**src/rtl/packer_scheduler.sv**
```systemverilog
// Round-robin owner arbiter in front of an 8-bit bit-packer, byte-aligning packets with zero padding.
// Optional idle-owner release is enabled by defining PACKER_SCHED_TIMEOUT_EN.
module packer_scheduler #(
    parameter int N_REQ   = 4,
    parameter int ID_W    = 2,
    parameter int TIMEOUT = 16
) (
    input  logic                 clock,
    input  logic                 reset,
    input  logic [N_REQ-1:0]     req_valid,
    input  logic [N_REQ-1:0]     req_last,
    input  logic [8*N_REQ-1:0]   req_data_valid,
    input  logic [8*N_REQ-1:0]   req_data,
    output logic [N_REQ-1:0]     req_ready,
    output logic [7:0]           pk_data_valid,
    output logic [7:0]           pk_data,
    output logic [ID_W-1:0]      pk_id,
    output logic                 pk_last,
    output logic                 busy
);

    typedef enum logic [1:0] {IDLE, OWN, PAD} state_t;

    state_t          state, state_next;
    logic [ID_W-1:0] owner, owner_next;
    logic [ID_W-1:0] rr_ptr, rr_ptr_next;
    logic [2:0]      fill, fill_next;
    logic [ID_W-1:0] grant, sel;
    logic            grant_hit;
    logic [7:0]      sel_dv, sel_data;
    logic            sel_last;
    logic [3:0]      fill_sum;
    logic            accept, pad_beat, end_aligned, timeout_hit;

    function automatic logic [3:0] popcount8(input logic [7:0] v);
        logic [3:0] c;
        c = '0;
        for (int b = 0; b < 8; b++) c = c + {3'b000, v[b]};
        return c;
    endfunction

    // Walk from the highest offset down so the nearest requester after rr_ptr wins.
    always_comb begin
        grant     = '0;
        grant_hit = 1'b0;
        for (int i = N_REQ; i >= 1; i--) begin
            if (req_valid[(int'(rr_ptr) + i) % N_REQ]) begin
                grant     = ID_W'((int'(rr_ptr) + i) % N_REQ);
                grant_hit = 1'b1;
            end
        end
    end

    assign sel = (state == IDLE) ? grant : owner;

    always_comb begin
        sel_dv   = '0;
        sel_data = '0;
        sel_last = 1'b0;
        for (int r = 0; r < N_REQ; r++) begin
            if (ID_W'(r) == sel) begin
                sel_dv   = req_data_valid[8*r +: 8];
                sel_data = req_data[8*r +: 8];
                sel_last = req_last[r];
            end
        end
    end

    assign fill_sum = {1'b0, fill} + popcount8(sel_dv);

`ifdef PACKER_SCHED_TIMEOUT_EN
    logic [7:0] idle_cnt;

    always_ff @(posedge clock or posedge reset) begin
        if (reset)
            idle_cnt <= '0;
        else if (state != OWN || accept)
            idle_cnt <= '0;
        else if (!req_valid[owner])
            idle_cnt <= idle_cnt + 8'd1;
    end

    assign timeout_hit = (state == OWN) && (idle_cnt >= 8'(TIMEOUT));
`else
    logic unused_timeout;
    assign unused_timeout = ^TIMEOUT;
    assign timeout_hit    = 1'b0;
`endif

    always_comb begin
        state_next  = state;
        owner_next  = owner;
        rr_ptr_next = rr_ptr;
        fill_next   = fill;
        req_ready   = '0;
        accept      = 1'b0;
        pad_beat    = 1'b0;
        end_aligned = 1'b0;
        case (state)
            IDLE: begin
                if (grant_hit) begin
                    req_ready[grant] = 1'b1;
                    accept           = 1'b1;
                    owner_next       = grant;
                    state_next       = OWN;
                end
            end
            OWN: begin
                if (timeout_hit) begin
                    if (fill != 3'd0) begin
                        state_next = PAD;
                    end else begin
                        state_next  = IDLE;
                        rr_ptr_next = owner;
                    end
                end else begin
                    req_ready[owner] = 1'b1;
                    accept           = req_valid[owner];
                end
            end
            PAD: begin
                pad_beat    = 1'b1;
                fill_next   = 3'd0;
                rr_ptr_next = owner;
                state_next  = IDLE;
            end
            default: state_next = IDLE;
        endcase
        // A packet that closes mid-byte detours through PAD before the next grant.
        if (accept) begin
            fill_next = fill_sum[2:0];
            if (sel_last) begin
                if (fill_sum[2:0] == 3'd0) begin
                    end_aligned = 1'b1;
                    rr_ptr_next = sel;
                    state_next  = IDLE;
                end else begin
                    state_next = PAD;
                end
            end
        end
    end

    always_ff @(posedge clock or posedge reset) begin
        if (reset) begin
            state  <= IDLE;
            owner  <= '0;
            rr_ptr <= ID_W'(N_REQ - 1);
            fill   <= '0;
        end else begin
            state  <= state_next;
            owner  <= owner_next;
            rr_ptr <= rr_ptr_next;
            fill   <= fill_next;
        end
    end

    // Padding fills the remaining (8-fill) low bit positions of the open byte.
    always_ff @(posedge clock or posedge reset) begin
        if (reset) begin
            pk_data_valid <= '0;
            pk_data       <= '0;
            pk_id         <= '0;
            pk_last       <= 1'b0;
            busy          <= 1'b0;
        end else begin
            pk_data_valid <= accept ? sel_dv : (pad_beat ? (8'hFF >> fill) : 8'h00);
            pk_data       <= accept ? (sel_data & sel_dv) : 8'h00;
            pk_id         <= accept ? sel : (pad_beat ? owner : pk_id);
            pk_last       <= end_aligned | pad_beat;
            busy          <= (state_next != IDLE);
        end
    end

endmodule
```
**config.mk**
```make
export PLATFORM = sky130hd
export DESIGN_NAME = packer_scheduler
export DESIGN_NICKNAME = d
export VERILOG_FILES = /design/src/rtl/packer_scheduler.sv
export SDC_FILE = /design/constraint.sdc
export NUM_CORES = 1
export LEC_CHECK = 0
export BUFFER_PORTS_ARGS = -buffer_cell sky130_fd_sc_hd__buf_2
export CORE_MARGIN = 2
export CORE_UTILIZATION = 25
export CTS_BUF_LIST = sky130_fd_sc_hd__clkbuf_16
export CTS_CLUSTER_DIAMETER = 150
export DETAILED_ROUTE_END_ITERATION = 16
export HOLD_SLACK_MARGIN = 0.03
export PLACE_DENSITY = 0.55
export SKIP_CTS_REPAIR_TIMING = 1
export SYNTH_ARGS = -nofsm -noshare
export SYNTH_HDL_FRONTEND = slang
export SYNTH_SLANG_ARGS = --single-unit
```
**constraint.sdc**
```tcl
create_clock -name clock -period 7.78 [get_ports clock]
set_clock_uncertainty 0.05 [all_clocks]
set_input_delay 1.556 -clock clock [delete_from_list [all_inputs] [get_ports clock]]
set_output_delay 1.556 -clock clock [all_outputs]
set_load 0.02 [all_outputs]
```
# [Word level (Yosys, flattened, before mapping)]
# Index checks and enable logic that the tools add are counted.
[word_totals] regBits=29 out_inout_bits=24 in_bits=74 word_cells=117
[classes] eq_ne=5 n_addsub=12 bitwise_logic=6 shifts=1 n_reduce_logical=13 magnitude_cmp=8 muxes=63
[ops] cell="two-way mux 8 bit" count=11
[ops] cell="two-way mux 2 bit" count=15
[ops] cell="two-way mux 1 bit" count=24
[ops] cell="< comparator 3 x 4 -> 1 bit (second input constant)" count=4
[ops] cell="adder 3 x 1 -> 3 bit" count=5
[ops] cell="binary-select mux 1 bit (select 2 bit)" count=5
[ops] cell="bitwise AND 8 bit" count=1
[ops] cell="case mux 4 bit (2 select lines)" count=1
[ops] cell="OR reduction 2 bit" count=4
[ops] cell="right shift 8 x 3 -> 8 bit (first input constant)" count=1
[ops] cell="< comparator 2 x 3 -> 1 bit (second input constant)" count=2
[ops] cell="two-way mux 3 bit" count=2
[ops] cell="nonzero test 2 bit" count=3
[ops] cell="adder 2 x 1 -> 2 bit (second input constant)" count=2
[ops] cell="adder 2 bit (second input constant)" count=2
[ops] cell="bitwise AND 1 bit (first input constant)" count=4
[ops] cell="demux 1 bit (select 2 bit)" count=2
[ops] cell="== test 2 bit (first input constant)" count=2
[ops] cell="greater-or-equal comparator 2 x 1 -> 1 bit (second input constant)" count=2
[ops] cell="zero test 2 bit" count=2
[ops] cell="two-way mux 4 bit" count=1
[ops] cell="case mux 2 bit (2 select lines)" count=1
[ops] cell="adder 2 x 1 -> 3 bit" count=1
[ops] cell="adder 3 bit" count=1
[ops] cell="other kinds (9)" count=10

# [Longest topological paths before layout]
# Gate-level depths: netlist of run 1.
[logic_depth] word_depth=29 depth_mapped=20 depth_no_buf=19

# [Least setup slack after synthesis of run 1]
# OpenSTA, ideal clock, no wires.
[synth_path] path_kind="input-to-reg" from="input port req_valid[0]" to="register rr_ptr[0]" required_ns=7.655 n_path_buf=1 setup_ns=0.075 path_stages=19 t_arrival_ns=6.364 setup_slack_ns=1.291 path_cell_list="or2_4 a311oi_4 mux2i_2 buf_2 nand2_1 a21o_1 nand3_1 fa_1 inv_1 fa_1 inv_1 fa_1 fa_1 fa_1 xnor2_1 nor2_1 nor4b_1 nand3_4 mux2i_1"
[synth_between] elab_chain_cells=25 elab_cells_between_ends=49 cone_classes="8 x add/sub; 3 x eq/ne; 36 x mux; 2 x reduce/logical"
[synth_lines] element="start, declared" line_no="10" source="input logic [N_REQ-1:0] req_valid,"
[synth_lines] element="binary-select mux 1 bit (select 2 bit)" line_no="47" source="if (req_valid[(int'(rr_ptr) + i) % N_REQ]) begin"
[synth_lines] element="two-way mux 1 bit (implied by the code) (2 in a row)" line_no="47"
[synth_lines] element="two-way mux 2 bit (4 in a row)" line_no="47"
[synth_lines] element="two-way mux 2 bit" line_no="54" source="assign sel = (state == IDLE) ? grant : owner;"
[synth_lines] element="zero test 2 bit" line_no="61" source="if (ID_W'(r) == sel) begin"
[synth_lines] element="two-way mux 8 bit (4 in a row)" line_no="61"
[synth_lines] element="adder 1 x 1 -> 2 bit" line_no="38" source="for (int b = 0; b < 8; b++) c = c + {3'b000, v[b]};"
[synth_lines] element="adder 2 x 1 -> 3 bit" line_no="38"
[synth_lines] element="adder 3 x 1 -> 3 bit (5 in a row)" line_no="38"
[synth_lines] element="adder 3 bit" line_no="69" source="assign fill_sum = {1'b0, fill} + popcount8(sel_dv);"
[synth_lines] element="zero test 3 bit" line_no="133" source="if (fill_sum[2:0] == 3'd0) begin"
[synth_lines] element="two-way mux 2 bit" line_no="133"
[synth_lines] element="two-way mux 2 bit" line_no="132" source="if (sel_last) begin"
[synth_lines] element="two-way mux 2 bit *" line_no="130" source="if (accept) begin"
[synth_lines] element="named net rr_ptr_next[0]" line_no="26" source="logic [ID_W-1:0] rr_ptr, rr_ptr_next;"
[synth_lines] element="end signal, assigned" line_no="148" source="rr_ptr <= ID_W'(N_REQ - 1);"
[synth_lines] element="end signal, assigned" line_no="153" source="rr_ptr <= rr_ptr_next;"
[synth_lines] element="end, declared" line_no="26"
# The timed path passes the listed nets; every way through them passes the cells marked *. The select of a mux whose other input is x is not followed.
# A chain may end at the register's enable or synchronous reset.

# [Final worst setup path of run 1]
# Same ends and word-level chain as after synthesis.

==> reports/results.ini, run 1 <==
[job]
maxCapViolCount=0

[placed_design]
place_hpwl_um=5050
gp_congestion=0.832
dpl-instance-area_sq_um=2730
portBuffers=97

[cts]
clk_latency_ps=270
cts_tree=yes
cts-buffers-inserted=5
cts_buffer_depth=2
clockRootBuffer=clkbuf_16
clkTransAtPathRegs_ps=50
h-tree-depth=2
clkSinkCount=29

[detailed_routing]
vias_per_cell=4.83
wl_per_cell_um=14.1
route.vias.total=2178
drtIter0Drc=113
firstDrtPassIters=4
wirelength_um=6350
postRouteAntennaNets=0
drcViolationCount=0

[sta]
max_freq_mhz=143
hold_viol=0
period_minus_slack_ps=6970
fin_crit_sh_pct=89.6
setup_viol=0
rsz0062_at_grt=no
setup_tns_ps=0
worstMarginPinSlew_ps=1140
drv_slew=0
relSlewSlack_pct=24.2

[logic_synthesis]
synth_top_area_share_pct=31.2
synth_most_common_cell=nand2_1
synth-seq-cells=29
synth_area_sq_um=2160
ys_top_cells_by_count=56 x nand2_1, 27 x dfrtp_1, 27 x nand3_1, 20 x a21oi_1, 12 x nor2_1
ys_seq_area_share_pct=33.6
synth_top_area_cell=dfrtp_1
synthFlopType=dfrtp_1
synth_edf_count=0
syn_nets=335
ys_warn_count=0
synth.area.top_cells=dfrtp_1 31%, nand2_1 9.7%, nand3_1 6.2%, a21oi_1 4.6%, fa_1 4.6%
synthCells=254
post_synth_num_cell_types=50
syn_area_per_cell_sq_um=8.52
async_reset_ff_share_pct=100

[critical_path]
end_kind=register
cp.required_ps=7920
arrival_ps=7120
start_kind=primary input
reg2reg_from=state[0]$_DFF_PP0_
regToRegSetupSlack_ps=1710
ff2ff_path_depth=18
cp_max_fo=15
regToRegEndpoint=rr_ptr[0]$_DFF_PP1_
worstSetupPathType=in -> reg

[finish]
layout-drive-gt1-share_pct=36.4
n_antenna_cell=0
finish.instance_area_sq_um=2920
finish.utilization_pct=35.2
fillers=865
area_growth_pct=34.9
fin_nets=426

[global_routing]
grt_max_degree=30
antenna_found_initial=0
grt_pass1_wl_um=10600
grt_usage_pct=13.8
grt_pass1_vias=2141
grt_overflow=0

[floorplanning]
num_rows=33
fp.dieW_um=97.1
start_util_pct=26.1
pin_count=98
die_area_sq_um=9420
die-height_um=97.1
core_sq_um=8300

[min_path]
hold_end=pk_id[0]$_DFFE_PP0P_
min_from=pk_id[0]$_DFFE_PP0P_
holdPathStages=2
hold_path_class=reg -> reg

[status]
outcome=complete, no violations

==> area by class of cell <==
class	count	area, sq um	area share, %
clock inverter	3	65.1	2.23
clock buffer	5	125	4.29
inverter	11	41.3	1.41
sequential	29	728	24.9
tap	105	131	4.50
timing repair buffer	102	523	17.9
multi-input combinational	196	1310	44.7
==> worst max-delay path, cell delays in order <==
cell      delay (ps)
buf_2            120
or2_4            260
a311oi_4         370
mux2i_2          310
nand2_1          140
a21oi_1           60
and3b_1          300
inv_1             70
fa_1             510
inv_1             60
fa_1             520
inv_1             50
fa_1             500
fa_1             450
fa_1             380
xnor2_1          290
nor2_1           100
nor4b_1          680
nand3_4          150
mux2i_1          210
==> state kept, by name (all words and copies together) (netlist names) <==
signal / count
pk_data: 8
busy: 1
rr_ptr: 2
pk_data_valid: 8
state: 2
fill: 3
owner: 2
pk_id: 2
pk_last: 1
==> cell families (layout without fill, tap and decap cells) <==
logic type	after synthesis	count (layout)	synth area share, %
AND/OR/NAND/NOR	115	115	25.1
XOR/XNOR	2	2	0.809
adder cells (fa/ha/maj)	7	7	5.78
AO/OA/AOI/OAI	61	61	22.3
multiplexers	11	11	6.13
flip-flops	29	29	33.6
buffers and inverters	29	121	6.24
==> per-layer routing <==
layer / vias up / wire (um) / track usage [%]
met3: 9 / 319 / 2.88
li1: 1067 / - / -
met4: 0 / 95 / 3.90
met5: - / 0 / 0
met1: 1026 / 2980 / 19.2
met2: 76 / 2950 / 21.7
==> metrics by stage <==
stage / hold WS [ps] / cells / worst slack [ps]
6_report: 455 / 451 / 808
5_1_grt: 524 / 451 / 348
4_1_cts: 463 / 451 / 801
3_5_place_dp: 448 / 443 / 509
3_3_place_gp: 467 / 443 / 748
2_1_floorplan: 514 / 254 / 1290
==> cell usage in the layout (no fill, tap or decap), types with 4 or more instances in the layout <==
cell type and instances:
a21o_1 11, a21oi_1 19, a22o_1 6, buf_2 97, buf_4 5, clkbuf_16 5
dfrtp_1 27, fa_1 5, inv_1 11, mux2i_1 7, nand2_1 56, nand2b_1 5
nand3_1 27, nor2_1 12, o211a_1 6, o21ai_0 4
==> worst max path at each step <==
stage / from / endpoint / slack (ps) / cells after the start
final: req_valid[0] / rr_ptr[0]$_DFF_PP1_ / 810 / 20
after CTS: req_valid[0] / rr_ptr[0]$_DFF_PP1_ / 800 / 20
after global routing: req_valid[1] / rr_ptr[0]$_DFF_PP1_ / 350 / 20
after detailed placement: req_valid[1] / rr_ptr[0]$_DFF_PP1_ / 510 / 20
after floorplan: req_valid[0] / rr_ptr[0]$_DFF_PP1_ / 1290 / 19
after global placement: req_valid[0] / rr_ptr[1]$_DFF_PP1_ / 750 / 20
Power of run 1 is not shown: default switching activity piles up to over one toggle a cycle in this logic, so the estimate is an artifact.
==> inputs of run 2 (changes only) <==
Settings changed: GPL_ROUTABILITY_DRIVEN set to 0.
Clock period 7.78 ns to 7.8 ns, I/O delays scaled along.
==> run 2 against run 1 <==
Net effect: non-clock buffer count stayed put; flip-flop and latch count unchanged; design area down 1.8%; first-iteration DRC count is 18% higher; die area is the same; via count fell by 1.3%; global-route usage decreased by 0.12 points; routed wire length shrank 0.84%; sequential share of layout area is 0.46 points higher; worst setup slack worse by 1.6 ps; critical path depth unchanged; clock-buffer cell count unchanged; largest cell class unchanged.
==> reports/results.ini, run 2 (synthesized netlist as in run 1, its figures left out) <==
[cts]
cts-buffers-inserted=5
clk_latency_ps=270
clkSinkCount=29
cts_tree=yes
h-tree-depth=2
clkTransAtPathRegs_ps=50
cts_buffer_depth=2
clockRootBuffer=clkbuf_16

[floorplanning]
pin_count=98
num_rows=33
core_sq_um=8300
die_area_sq_um=9420
start_util_pct=26.1
fp.dieW_um=97.1
die-height_um=97.1

[critical_path]
worst_path_largest_cell_delay_ps=720
slowest_stage=nor4b_1
cp.required_ps=7940
worstSetupPathType=in -> reg
end_kind=register
arrival_ps=7140
reg2reg_from=state[0]$_DFF_PP0_
cp_max_fo=19
path_common_cell=fa_1
path_cells=buf_2, nor2_1, nor3_1, a21oi_4, a21oi_2, a21oi_1, and3b_1, inv_1, fa_1, inv_1, fa_1, inv_1, fa_1, fa_1, fa_1, xnor2_1, nor2_1, nor4b_1, nand3_4, mux2i_1
start_kind=primary input
startpoint=req_valid[1]

[global_routing]
grt_usage_pct=13.7
antenna_found_initial=0
grt_pass1_vias=2096
grt_overflow=0
grt_max_degree=30
grt_pass1_wl_um=10500

[finish]
ff_latch_area_sq_um=728
fin_nets=426
multi_input_area_sq_um=1310
n_antenna_cell=0
final_cell_mix=97 x buf_2, 56 x nand2_1, 27 x nand3_1, 27 x dfrtp_1, 19 x a21oi_1
area_growth_pct=32.4
fin_cells=451
final_common_cell=buf_2
top_regs=pk_data: 8 flops, pk_data_valid: 8 flops, fill: 3 flops
layout-drive-gt1-share_pct=35.8
finish.instance_area_sq_um=2870
fillers=869

[sta]
relSlewSlack_pct=22.3
hold_viol=0
worstMarginPinSlew_ps=1170
fin_crit_sh_pct=89.7
period_minus_slack_ps=6990
setup_tns_ps=0
worst_slack_ps=806
setup_viol=0
max_freq_mhz=143
rsz0062_at_grt=no
drv_slew=0

[detailed_routing]
route.vias.total=2149
wl_per_cell_um=14.0
drtIter0Drc=133
drcViolationCount=0
firstDrtPassIters=4
vias_per_cell=4.76
wirelength_um=6290
postRouteAntennaNets=0

[placed_design]
dp_slack_ps=538
dpl-instance-area_sq_um=2730
place_inst=443
place_hpwl_um=4980
portBuffers=97

[min_path]
hold_path_class=reg -> reg
min_from=pk_id[0]$_DFFE_PP0P_

[job]
maxCapViolCount=0

[status]
outcome=complete, no violations

## run 2: final timing paths
check / to / slack, ps / cells past startpoint
min in group asynchronous: pk_data[5]$_DFF_PP0_ / 1310 / 3
worst min register to register: pk_id[0]$_DFFE_PP0P_ / 460 / 2
worst max register to register: rr_ptr[1]$_DFF_PP1_ / 1690 / 18
max in group asynchronous: rr_ptr[0]$_DFF_PP1_ / 6080 / 3
worst max-delay path: rr_ptr[1]$_DFF_PP1_ / 810 / 20
worst min-delay path: pk_id[0]$_DFFE_PP0P_ / 460 / 2
## run 2: area by class of cell
cell class / count / share of cell area [%]
multi-input cells: 196 / 45.5
flip-flops and latches: 29 / 25.4
repair buffers: 102 / 18.2
well taps: 105 / 4.58
clock buffers: 5 / 4.36
inverters: 11 / 1.44
clock inverters: 3 / 0.436
## run 2: layer usage
metal  part of all wire (%)  global-route usage, %  vias to the layer above
li1                       -                      -                     1062
met1                     47                   19.0                     1000
met2                     47                   21.8                       79
met3                    5.3                   2.52                        8
met4                    1.2                   3.90                        0
met5                      0                      0                        -
## run 2: stage by stage
stage / hold slack (ps) / util [%]
floorplan: 514 / -
finish: 457 / 34.5
detailed placement: 444 / 32.9
CTS: 460 / 34.5
global route: 495 / 34.5
global placement: 467 / 32.9
## run 2: worst max-delay path, delay by kind of cell
| family | cells | cell delay (ps) |
|---|---|---|
| xor+xnor | 1 | 260 |
| mux | 1 | 210 |
| fa+ha+maj | 5 | 2360 |
| buf+inv | 4 | 320 |
| compound gates | 3 | 820 |
| simple gates | 6 | 1590 |
Power of run 2 is left out for the same reason.
